===== config.mk =====
export PLATFORM = sky130hd
export DESIGN_NAME = id_reorder_buffer
export DESIGN_NICKNAME = d
export VERILOG_FILES = /design/src/rtl/id_reorder_buffer_pkg.sv /design/src/rtl/id_reorder_buffer_sva.sv /design/src/rtl/lzc.sv /design/src/rtl/id_reorder_buffer.sv
export SDC_FILE = /design/constraint.sdc
export NUM_CORES = 1
export LEC_CHECK = 0
export BUFFER_PORTS_ARGS = -buffer_cell sky130_fd_sc_hd__buf_2
export CORE_ASPECT_RATIO = 0.75
export CORE_MARGIN = 10
export CORE_UTILIZATION = 60
export DETAILED_ROUTE_END_ITERATION = 6
export GPL_ROUTABILITY_DRIVEN = 0
export PLACE_DENSITY = 0.85
export SLEW_MARGIN = 20
export SYNTH_ARGS = -nofsm -noshare
export SYNTH_HDL_FRONTEND = slang
export SYNTH_SLANG_ARGS = --single-unit

===== constraint.sdc =====
create_clock -name clk_i -period 10 [get_ports clk_i]
set_input_delay 2 -clock clk_i [delete_from_list [all_inputs] [get_ports clk_i]]
set_output_delay 2 -clock clk_i [all_outputs]
set_load 0.05 [all_outputs]

===== src/rtl/id_reorder_buffer_pkg.sv =====
// Shared types for the ID reorder buffer.
// Slot structs depend on module parameters, so only the state enum lives here.
package id_reorder_buffer_pkg;

    typedef enum logic [1:0] {
        FREE    = 2'd0,
        PENDING = 2'd1,
        FILLED  = 2'd2
    } slot_state_e;

endpackage


===== src/rtl/id_reorder_buffer_sva.sv =====
// Assertion checker for id_reorder_buffer: occupancy bound, output stability and
// parameter legality.
module id_reorder_buffer_sva #(
    parameter int unsigned ID_WIDTH = 1,
    parameter int unsigned CAPACITY = 4,
    parameter int unsigned data_w   = 1,
    parameter int unsigned CNT_W    = 3
) (
    input logic                clk_i,
    input logic                rst_ni,
    input logic [CNT_W-1:0]    count,
    input logic                oup_valid,
    input logic                oup_ready,
    input logic [ID_WIDTH-1:0] oup_id,
    input logic [data_w-1:0]   oup_data
);

    if (CAPACITY < 2) begin : g_bad_capacity
        $fatal(1, "id_reorder_buffer: CAPACITY must be >= 2");
    end
    if (ID_WIDTH < 1 || data_w < 1) begin : g_bad_width
        $fatal(1, "id_reorder_buffer: ID_WIDTH and data_w must be >= 1");
    end

    a_count_bound : assert property (@(posedge clk_i) disable iff (!rst_ni)
        count <= CNT_W'(CAPACITY))
        else $error("id_reorder_buffer: count exceeds CAPACITY");

    a_valid_stable : assert property (@(posedge clk_i) disable iff (!rst_ni)
        (oup_valid && !oup_ready) |=> (oup_valid && $stable(oup_id) && $stable(oup_data)))
        else $error("id_reorder_buffer: output changed before handshake");

endmodule


===== src/rtl/lzc.sv =====
// Common leading/trailing zero counter.
// MODE 0 counts trailing zeros (index of the lowest set bit); MODE 1 counts leading zeros.
module lzc #(
    parameter int unsigned WIDTH     = 2,
    parameter bit          MODE      = 1'b0,
    parameter int unsigned CNT_WIDTH = (WIDTH > 1) ? $clog2(WIDTH) : 1
) (
    input  logic [WIDTH-1:0]     in_i,
    output logic [CNT_WIDTH-1:0] cnt_o,
    output logic                 empty_o
);

    // Priority scan; the last hit in scan order is the winning position.
    always_comb begin
        cnt_o   = '0;
        empty_o = 1'b1;
        for (int unsigned k = 0; k < WIDTH; k++) begin
            if (MODE == 1'b0) begin
                cnt_o   = in_i[WIDTH-1-k] ? CNT_WIDTH'(WIDTH - 1 - k) : cnt_o;
                empty_o = in_i[WIDTH-1-k] ? 1'b0 : empty_o;
            end else begin
                cnt_o   = in_i[k] ? CNT_WIDTH'(WIDTH - 1 - k) : cnt_o;
                empty_o = in_i[k] ? 1'b0 : empty_o;
            end
        end
    end

endmodule


===== src/rtl/id_reorder_buffer.sv =====
// Restores global issue order for ID-tagged responses that are ordered per ID only.
// Requests claim slots in a circular table; responses fill the oldest pending slot of their ID.
module id_reorder_buffer
    import id_reorder_buffer_pkg::*;
#(
    parameter int unsigned ID_WIDTH = 1,
    parameter int unsigned CAPACITY = 4,
    parameter int unsigned data_w   = 1
) (
    input  logic                clk_i,
    input  logic                rst_ni,
    input  logic [ID_WIDTH-1:0] alloc_id_i,
    input  logic                alloc_req_i,
    output logic                alloc_gnt_o,
    input  logic [ID_WIDTH-1:0] rsp_id_i,
    input  logic [data_w-1:0]   rsp_data_i,
    input  logic                rsp_valid_i,
    output logic [ID_WIDTH-1:0] oup_id_o,
    output logic [data_w-1:0]   oup_data_o,
    output logic                oup_valid_o,
    input  logic                oup_ready_i,
    output logic                err_o,
    output logic                empty_o
);

    localparam int unsigned PTR_W = $clog2(CAPACITY);
    localparam int unsigned SUM_W = PTR_W + 1;
    localparam int unsigned CNT_W = $clog2(CAPACITY + 1);

    typedef struct packed {
        logic [ID_WIDTH-1:0] id;
        logic [data_w-1:0]   data;
        slot_state_e         state;
    } slot_t;

    slot_t              slots_r [CAPACITY];
    logic [PTR_W-1:0]   head_r;
    logic [PTR_W-1:0]   tail_r;
    logic [CNT_W-1:0]   count_r;
    logic               err_r;

    logic [CAPACITY-1:0] cand_s;
    logic [CAPACITY-1:0] rot_s;
    logic [PTR_W-1:0]    lzc_cnt_s;
    logic                lzc_empty_s;
    logic [SUM_W-1:0]    hit_sum_s;
    logic [PTR_W-1:0]    hit_idx_s;
    logic                hit_s;
    logic                do_alloc_s;
    logic                do_pop_s;
    logic                do_fill_s;

    function automatic logic [PTR_W-1:0] ptr_inc(input logic [PTR_W-1:0] p);
        return (p == PTR_W'(CAPACITY - 1)) ? '0 : p + PTR_W'(1);
    endfunction

    // Slots eligible to take the current response.
    always_comb begin
        cand_s = '0;
        for (int unsigned i = 0; i < CAPACITY; i++) begin
            cand_s[i] = (slots_r[i].state == PENDING) && (slots_r[i].id == rsp_id_i);
        end
    end

    // Rotate candidates so bit 0 is the head slot; lowest set bit is then the oldest.
    always_comb begin
        logic [SUM_W-1:0] src;
        src   = '0;
        rot_s = '0;
        for (int unsigned j = 0; j < CAPACITY; j++) begin
            src      = SUM_W'(j) + {1'b0, head_r};
            src      = (src >= SUM_W'(CAPACITY)) ? src - SUM_W'(CAPACITY) : src;
            rot_s[j] = cand_s[src[PTR_W-1:0]];
        end
    end

    lzc #(
        .WIDTH     (CAPACITY),
        .MODE      (1'b0),
        .CNT_WIDTH (PTR_W)
    ) u_oldest_match (
        .in_i    (rot_s),
        .cnt_o   (lzc_cnt_s),
        .empty_o (lzc_empty_s)
    );

    // Un-rotate the winning offset back to a table index.
    always_comb begin
        hit_sum_s = {1'b0, head_r} + {1'b0, lzc_cnt_s};
        hit_sum_s = (hit_sum_s >= SUM_W'(CAPACITY)) ? hit_sum_s - SUM_W'(CAPACITY) : hit_sum_s;
        hit_idx_s = hit_sum_s[PTR_W-1:0];
        hit_s     = !lzc_empty_s;
    end

    assign alloc_gnt_o = (count_r < CNT_W'(CAPACITY));
    assign do_alloc_s  = alloc_req_i && alloc_gnt_o;
    assign do_pop_s    = oup_valid_o && oup_ready_i;
    assign do_fill_s   = rsp_valid_i && hit_s;

    // Table, pointer and error-flag state; alloc, fill and pop always hit distinct slots.
    always_ff @(posedge clk_i) begin
        if (!rst_ni) begin
            for (int unsigned i = 0; i < CAPACITY; i++) begin
                slots_r[i] <= '0;
            end
            head_r  <= '0;
            tail_r  <= '0;
            count_r <= '0;
            err_r   <= 1'b0;
        end else begin
            err_r <= rsp_valid_i && !hit_s;
            if (do_alloc_s) begin
                slots_r[tail_r].id    <= alloc_id_i;
                slots_r[tail_r].data  <= '0;
                slots_r[tail_r].state <= PENDING;
                tail_r                <= ptr_inc(tail_r);
            end
            if (do_fill_s) begin
                slots_r[hit_idx_s].data  <= rsp_data_i;
                slots_r[hit_idx_s].state <= FILLED;
            end
            if (do_pop_s) begin
                slots_r[head_r].state <= FREE;
                head_r                <= ptr_inc(head_r);
            end
            count_r <= count_r + CNT_W'(do_alloc_s) - CNT_W'(do_pop_s);
        end
    end

    assign oup_valid_o = (slots_r[head_r].state == FILLED);
    assign oup_id_o    = slots_r[head_r].id;
    assign oup_data_o  = slots_r[head_r].data;
    assign err_o       = err_r;
    assign empty_o     = (count_r == CNT_W'(0));

    id_reorder_buffer_sva #(
        .ID_WIDTH (ID_WIDTH),
        .CAPACITY (CAPACITY),
        .data_w   (data_w),
        .CNT_W    (CNT_W)
    ) u_sva (
        .clk_i     (clk_i),
        .rst_ni    (rst_ni),
        .count     (count_r),
        .oup_valid (oup_valid_o),
        .oup_ready (oup_ready_i),
        .oup_id    (oup_id_o),
        .oup_data  (oup_data_o)
    );

endmodule


-- Word level (Yosys, flattened, before mapping)
Memories as Yosys holds them, arrays and structs flattened. A register that Yosys moved wholly into a read port is not among the register bits.
Cells that the tools add are included.
- $add $sub $neg: 13
- order comparisons: 10
- eq/ne operators: 11
- mux-type cells: 44
- reductions and logical operators: 13
- operator list (operator ; count):
    2-bit 2-to-1 mux ; 18
    1-bit 2-to-1 mux ; 19
    3-bit greater-or-equal comparator (second input constant) ; 4
    2-bit by 3-bit less-than comparator with 1-bit output (second input constant) ; 4
    4-bit 2-to-1 mux ; 3
    4-bit OR reduction ; 3
    2-bit by 1-bit subtractor with 2-bit output (second input constant) ; 5
    1-bit binary-select mux with 2-bit select ; 4
    2-bit by 1-bit equality test with 1-bit output (second input constant) ; 4
    1-bit logical AND ; 8
    2-bit by 2-bit adder with 3-bit output (first input constant) ; 2
    2-bit equality test (second input constant) ; 3
    2-bit by 1-bit adder with 2-bit output (second input constant) ; 2
    1-bit equality test ; 4
    1-bit by 2-bit adder with 3-bit output (first input constant) ; 1
    2-bit by 2-bit adder with 3-bit output ; 1
    3-bit by 1-bit adder with 3-bit output ; 1
    2-bit by 3-bit greater-or-equal comparator with 1-bit output (second input constant) ; 1
    3-bit logical NOT ; 1
    3-bit less-than comparator (second input constant) ; 1
    3-bit by 1-bit subtractor with 3-bit output ; 1
    1-bit logical NOT ; 1
- flip-flop bits (word level): 8
- RAM bits: 16
- memories kept: 1
- memories (memory ; depth ; bits a word ; rd ports ; clocked after Yosys merged registers in ; write ports ; line ; text):
    slots_r ; 4 ; 4 ; 5 ; 1 ; 4 ; id_reorder_buffer.sv:36 ; slot_t slots_r [CAPACITY];

-- Logic depth before layout (Yosys ltp)
Gate-level depths: netlist (run 1).
- word-level depth: 16
- gate-level depth with buffers: 16
- depth with buffers taken out: 14

-- By module
From an unflattened synthesis (run 1), not the netlist that was laid out.
- cells, all modules: 149
- area, all modules: 1497.7 µm²
- modules (own cells, without submodules) (module ; cells an instance ; instances ; area an instance (µm²)):
    id_reorder_buffer ; 143 ; 1 ; 1461.4
    lzc ; 6 ; 1 ; 36.3

-- Worst setup path before layout (run 1)
Ideal clock, no wire load.
- path kind: input -> register
- start point: input rsp_id_i
- end point: memory slots_r[2][2] in the netlist's numbering (enable)
- slack: 5.500 ns
- arrival: 4.208 ns
- buffers on the path: 1
- stages: 12
- cells stage by stage: buf_6 > xnor2_2 > and2_1 > mux4_2 > a21oi_1 > ha_1 > nand2_1 > a21oi_1 > o221ai_1 > a211oi_1 > o21ai_1 > nand2_1
- RTL lines (element ; line ; text):
    start: declaration ; id_reorder_buffer.sv:15 ; input logic [ID_WIDTH-1:0] rsp_id_i,
    end: declaration ; id_reorder_buffer.sv:36 ;

==> out/metrics.cfg, run 1 <==
[outcome]
status = finished clean

[floorplan]
die_y_um = 67.3
pin_count = 14
fp.dieW_um = 83.0
fp.coreArea_um2 = 2890
rows = 17
die_area_um2 = 5590
initial_core_util = 0.618

[yosys]
netlist.top_cell.by_area = dfxtp_1
syn_avg_cell_area_um2 = 8.98
syn_nets = 217
yosysWarnings = 0
synth_edf_count = 8
ys_ff_latch = 26
seq_area_frac_synth = 0.336
synth_common_cells = 19 x a21oi_1, 18 x dfxtp_1, 17 x nand2_1, 16 x inv_1
ys.flop_type = dfxtp_1
synth_top_area_frac = 0.202
async_reset_ff_frac = 0
yosysMostFrequentCell = a21oi_1
syn_inst = 199
ys_types = 36
syn-cell-area_um2 = 1790
synth.area.top_cells = dfxtp_1 20%, edfxtp_1 13%, mux4_2 7.6%, ha_1 6.3%, a21oi_1 5.3%

[global_route]
grt_use_total = 0.148
overflow = 0
antenna_found_initial = 0
grt_max_degree = 21
grt_pass1_wl_um = 6910
grt_pass1_vias = 1429

[cts]
cts_hold_buffers = 0
clk_path_buf_depth = 2
cts_setup_buffers = 0
clkLatencyLatePin_ps = 270
clk_pin_slew_ps = 90
cts_buffers = 3
ctsResizeCount = 0
cts.root.buffer_cell = clkbuf_8
cts.sinks = 26
htreeDepth = 1
cts_tree = yes

[timing]
post-route-period-util = 0.479
maxSlewHeadroom = 0.650
skew_ps = 3.41
finalSetupTns_ps = 0
rsz0062_at_grt = false
fmax_mhz = 209
final_max_slew_viol_count = 0
worstMarginPinSlew_ps = 524
finalHoldViolCount = 0
setup_viol = 0
setup_ws_ps = 5210
post-route-min-period_ps = 4790

[setup_path]
ff2ff_setup_slack_ps = 5920
path_cells = buf_2 -> xnor2_2 -> nand2_1 -> mux4_2 -> a21oi_1 -> ha_1 -> nand2_1 -> a21oi_1 -> o221ai_1 -> a211oi_1 -> o21ai_1 -> nand2_1
r2r_end = slots_r[3][2]$_DFFE_PP_
r2r_cells = 14
cp-end-kind = flop
worstPathArrival_ps = 4790
path_class = input pin to flop
crit_buf_inv = 1
cp-startpoint = rsp_id_i
max_stage_delay_ps = 520
cp.depth = 12
cp_max_fo = 6
r2r_start = head_r[0]$_SDFFE_PN0N_
cp_slowest_cell = mux4_2
cp_top_family = compound AO/OA/AOI/OAI gates
crit_path_end = slots_r[3][2]$_DFFE_PP_
required_ps = 10000
worstSetupStartpointType = input pin
cp_common_cell = nand2_1

[place]
detailed_place_hpwl_um = 3200
portBuffers = 13
place_ws_ps = 5040

[drt]
first_iter_violations = 289
firstDrtPassIters = 6
drc = 0
via_per_inst = 6.12
num_vias = 1500
wl_per_cell_um = 16.7
wl_um = 4090
ant_nets = 0

[cells_and_area]
syn_to_final_growth_pct = 6.51
drive_gt1_frac = 0.135
final_net_count = 226
n_antenna_cell = 0

[pwr]
p_int_mw = 0.196
p_comb_frac = 0.386
p_seq_frac = 0.424
p_sw_frac = 0.392
power_switching_mw = 0.126
peakVddDrop_uv = 162
p_leak_nw = 0.795
clock_power_share = 0.190
power.density_nw_per_um2 = 169

[hold_path]
worstHoldPathType = flop to flop

[flow_run]
drv_cap = 0

-- final cells by class --
cell class | count | area, um2
Clock buffer | 4 | 45.0
Tap cell | 38 | 47.5
Timing Repair Buffer | 13 | 65.1
Sequential cell | 26 | 601
Inverter | 16 | 60.1
Multi-Input combinational cell | 148 | 1090
Fill cell | 248 | 988
-- sequential cells by signal, summed over array words and instances, names as in the netlist, named ones only --
signal	flops
count_r	3
head_r	2
err_o	1
tail_r	2
slots_r	16
-- power groups by stage --
| stage | Clock (mW) | Sequential [mW] | Combinational (mW) |
|---|---|---|---|
| 3_3_place_gp | 0 | 0.138 | 0.120 |
| 6_report | 0.0611 | 0.137 | 0.124 |
| 4_1_cts | 0.0615 | 0.137 | 0.124 |
| 2_1_floorplan | 0 | 0.136 | 0.0992 |
| 3_5_place_dp | 0 | 0.139 | 0.123 |
| 5_1_grt | 0.0670 | 0.139 | 0.136 |
-- worst min-delay path by stage --
stage	slack, ps	to	from	cells after the start
floorplan	470	slots_r[2][1]$_SDFFE_PP0P_	slots_r[2][1]$_SDFFE_PP0P_	2
detailed placement	520	slots_r[2][1]$_SDFFE_PP0P_	slots_r[2][1]$_SDFFE_PP0P_	2
global route	580	slots_r[2][1]$_SDFFE_PP0P_	slots_r[2][1]$_SDFFE_PP0P_	2
finish	550	slots_r[2][1]$_SDFFE_PP0P_	slots_r[2][1]$_SDFFE_PP0P_	2
CTS	540	slots_r[2][1]$_SDFFE_PP0P_	slots_r[2][1]$_SDFFE_PP0P_	2
global placement	500	slots_r[0][1]$_SDFFE_PP0P_	slots_r[0][1]$_SDFFE_PP0P_	1
-- metal layers --
| metal | track usage | vias to the layer above | wire, um |
|---|---|---|---|
| met4 | 0.0572 | 0 | 150 |
| met3 | 0.0469 | 24 | 397 |
| met1 | 0.185 | 670 | 1760 |
| li1 | - | 720 | - |
| met5 | 0 | - | 0 |
| met2 | 0.238 | 86 | 1780 |
-- tightest hold or removal path: stages, from the launching register on --
cell	delay [ps]
dfxtp_1	360
nand2_1	70
a22oi_1	60
-- kinds of logic (layout without fill, tap and decap cells) --
| kind of cell | after synthesis | count (layout) | synth area share |
|---|---|---|---|
| compound gates | 50 | 50 | 0.178 |
| flops | 26 | 26 | 0.336 |
| buf+inv | 25 | 33 | 0.0567 |
| mux | 6 | 6 | 0.0756 |
| xor+xnor | 7 | 7 | 0.0511 |
| simple gates | 75 | 75 | 0.228 |
| fa+ha+maj | 10 | 10 | 0.0742 |
-- cells in the final DEF (no fill, tap or decap), types with 9 or more instances in the layout --
cell	instances
buf_2	13
ha_1	9
dfxtp_1	18
a21oi_1	19
and2_1	11
nor2b_1	11
nor2_1	11
nand2_1	17
inv_1	16
-- metrics by stage --
| step | power (mW) | std cells | cell area [um2] | hold slack, ps | util |
|---|---|---|---|---|---|
| after CTS | 0.322 | 245 | 1900 | 542 | 0.658 |
| after global placement | 0.258 | 241 | 1860 | 498 | 0.643 |
| after global routing | 0.342 | 245 | 1900 | 578 | 0.658 |
| after detailed placement | 0.262 | 241 | 1860 | 522 | 0.643 |
| final | 0.322 | 245 | 1900 | 548 | 0.658 |
| after floorplan | 0.235 | 199 | 1790 | 472 | - |
No activity file was read; power rests on OpenSTA's default activity.
==> run 2, diff against run 1 <==
--- a/config.mk
+++ b/config.mk
@@ -5,13 +5,14 @@
 export SDC_FILE = /design/constraint.sdc
 export NUM_CORES = 1
 export LEC_CHECK = 0
+export ABC_AREA = 1
 export BUFFER_PORTS_ARGS = -buffer_cell sky130_fd_sc_hd__buf_2
 export CORE_ASPECT_RATIO = 0.75
 export CORE_MARGIN = 10
-export CORE_UTILIZATION = 60
+export CORE_UTILIZATION = 59
 export DETAILED_ROUTE_END_ITERATION = 6
 export GPL_ROUTABILITY_DRIVEN = 0
-export PLACE_DENSITY = 0.85
+export PLACE_DENSITY = 0.84
 export SLEW_MARGIN = 20
 export SYNTH_ARGS = -nofsm -noshare
 export SYNTH_HDL_FRONTEND = slang
==> constraint.sdc (replaced) <==
create_clock -name clk_i -period 4.45 [get_ports clk_i]
set_input_delay 0.89 -clock clk_i [delete_from_list [all_inputs] [get_ports clk_i]]
set_output_delay 0.89 -clock clk_i [all_outputs]
set_load 0.05 [all_outputs]
==> run 2 against run 1 <==
Synthesized area fell by 6.6%. Sequential share of layout area rose by 1.1 points. Total power rose to 3.7 times the previous value. Wire length fell by 13%. Clock-buffer cell count did not move. Clock power rose to 2.8 times the previous value. Core utilization rose by 3.3 points. Critical endpoint is now slots_r[0][2]$_SDFFCE_PN0P_. Largest cell class unchanged. Largest power group is now combinational cells.
==> out/metrics.cfg, run 2 <==
[outcome]
status = finished clean

[yosys]
ys_ff_latch = 26
syn_nets = 258
yosysWarnings = 0
syn_inst = 240
async_reset_ff_frac = 0
seq_area_frac_synth = 0.360
netlist.top_cell.by_area = dfxtp_1
ys.flop_type = dfxtp_1
synth_common_cells = 45 x inv_1, 44 x nand2_1, 39 x nor2_1, 18 x dfxtp_1, 16 x nand3_1
ys_types = 23
synth_edf_count = 8
synth.area.top_cells = dfxtp_1 22%, edfxtp_1 14%, inv_1 10%, nand2_1 9.9%, nor2_1 8.8%
synth_top_area_frac = 0.216
syn-cell-area_um2 = 1670
syn_avg_cell_area_um2 = 6.95
yosysMostFrequentCell = inv_1

[floorplan]
rows = 16
die_y_um = 66.1
pin_count = 14
fp.dieW_um = 81.4
fp.coreArea_um2 = 2660
die_area_um2 = 5380
initial_core_util = 0.627

[setup_path]
required_ps = 4450
r2r_end = slots_r[0][2]$_SDFFCE_PN0P_
r2r_cells = 15
worstPathArrival_ps = 2900
r2r_start = head_r[0]$_SDFFE_PN0N_
worstSetupStartpointType = flop
ff2ff_setup_slack_ps = 1550
cp_max_fo = 10
cp-end-kind = flop
path_class = flop to flop

[drt]
wl_um = 3570
via_per_inst = 5.15
wl_per_cell_um = 12.2
drc = 0
num_vias = 1505
ant_nets = 0
firstDrtPassIters = 5
first_iter_violations = 122

[cts]
htreeDepth = 1
cts_buffers = 3
ctsResizeCount = 0
cts_hold_buffers = 0
cts.sinks = 26
clk_path_buf_depth = 2
cts_setup_buffers = 0
cts.root.buffer_cell = clkbuf_8
cts_tree = yes
clkLatencyLatePin_ps = 270
clk_pin_slew_ps = 90

[timing]
final_max_slew_viol_count = 0
skew_ps = 2.37
maxSlewHeadroom = 0.713
post-route-min-period_ps = 2900
setup_viol = 0
rsz0062_at_grt = false
finalSetupTns_ps = 0
fmax_mhz = 344
worstMarginPinSlew_ps = 430
post-route-period-util = 0.652
finalHoldViolCount = 0

[cells_and_area]
final_cell_mix = 45 x inv_1, 44 x nand2_1, 39 x nor2_1
fill_cells = 240
final_common_cell = inv_1
top_regs = slots_r: 16 flops, count_r: 3 flops
drive_gt1_frac = 0.184
syn_to_final_growth_pct = 10.3
design_area_um2 = 1840
fin_util = 0.691
final_cells = 292
largest-register = slots_r
largest_reg_flops = 16
n_antenna_cell = 0
final_net_count = 275

[global_route]
grt_max_degree = 16
overflow = 0
grt_pass1_wl_um = 5930
grt_use_total = 0.137
antenna_found_initial = 0
grt_pass1_vias = 1314

[pwr]
power.density_nw_per_um2 = 642
power_mw = 1.18
peakVddDrop_uv = 580
p_leak_nw = 0.928

[place]
detailed_place_hpwl_um = 2900
portBuffers = 13
dp_cells = 288
place_area_um2 = 1770

[hold_path]
min-delay-start = slots_r[3][1]$_SDFFE_PP0P_
hold_end = slots_r[3][1]$_SDFFE_PP0P_
min_path_cells = 2
worstHoldPathType = flop to flop

[flow_run]
drv_cap = 0

==> run 2: changes by cell type after synthesis, moves of 6 or more <==
cell / change
mux4_2: -6
and2_1: -11
nand2_1: +27
inv_1: +29
a21oi_1: -10
nand2_2: +12
nor2b_1: -11
clkbuf_1: -8
nor2_1: +28
nand3_1: +13
nor3b_1: -8
inv_2: +6
o21ai_0: +8
==> run 2: cells by family (layout without fill, tap and decap cells) <==
family / after synthesis / in the layout / share of synthesized area
buffers and inverters: 52 / 68 / 0.118
AOI/OAI and AO/OA: 26 / 26 / 0.0862
and+or+nand+nor: 124 / 124 / 0.346
adders and majority gates: 10 / 10 / 0.0795
xor gates and xnor gates: 2 / 2 / 0.0105
DFF: 26 / 26 / 0.360
==> run 2: area by class of cell <==
type	instances	area [um2]	area share
Inverter	51	191	0.104
Sequential cell	26	601	0.326
Timing Repair Buffer	13	65.1	0.0354
Clock buffer	4	66.3	0.0360
Tap cell	36	45.0	0.0245
Multi-Input combinational cell	162	872	0.474
==> run 2: how the worst max path moves through the flow <==
stage	from	slack, ps	endpoint
final	head_r[0]$_SDFFE_PN0N_	1550	slots_r[0][2]$_SDFFCE_PN0P_
after global routing	head_r[0]$_SDFFE_PN0N_	1400	slots_r[1][2]$_SDFFCE_PN0P_
after CTS	head_r[0]$_SDFFE_PN0N_	1610	slots_r[0][2]$_SDFFCE_PN0P_
after detailed placement	rsp_id_i	1440	slots_r[0][2]$_SDFFCE_PN0P_
after global placement	rsp_id_i	1560	slots_r[1][2]$_SDFFCE_PN0P_
after floorplan	rsp_id_i	1820	slots_r[0][2]$_SDFFCE_PN0P_
==> run 2: worst max-delay path, stage by stage, from the launching register on <==
cell and delay (ps):
dfxtp_1 590, inv_2 160, ha_1 410, inv_1 120, nand3_1 90, nand2_2 110
a21oi_1 50, nor2_1 170, ha_1 210, xor2_1 230, inv_1 80, nand3_2 90
nand2_4 90, nor2_4 120, inv_2 50, nand2_1 60
==> run 2: through the flow <==
step / worst slack (ps) / hold slack [ps]
final: 1550 / 508
after global routing: 1400 / 536
after CTS: 1610 / 508
after detailed placement: 1440 / 494
after global placement: 1560 / 484
after floorplan: 1820 / 466
==> run 2: layer usage <==
layer,track usage,vias to the layer above,share of wire
met5,0,-,0
met4,0.0194,0,0.011
met3,0.0299,10,0.063
met2,0.212,51,0.43
met1,0.193,672,0.49
li1,-,772,-
==> run 2: power by group <==
part / switching, mW / internal, mW / total [mW]
combinational: 0.457 / 0.191 / 0.648
sequential: 0.0527 / 0.308 / 0.361
clock: 0.0756 / 0.0979 / 0.173
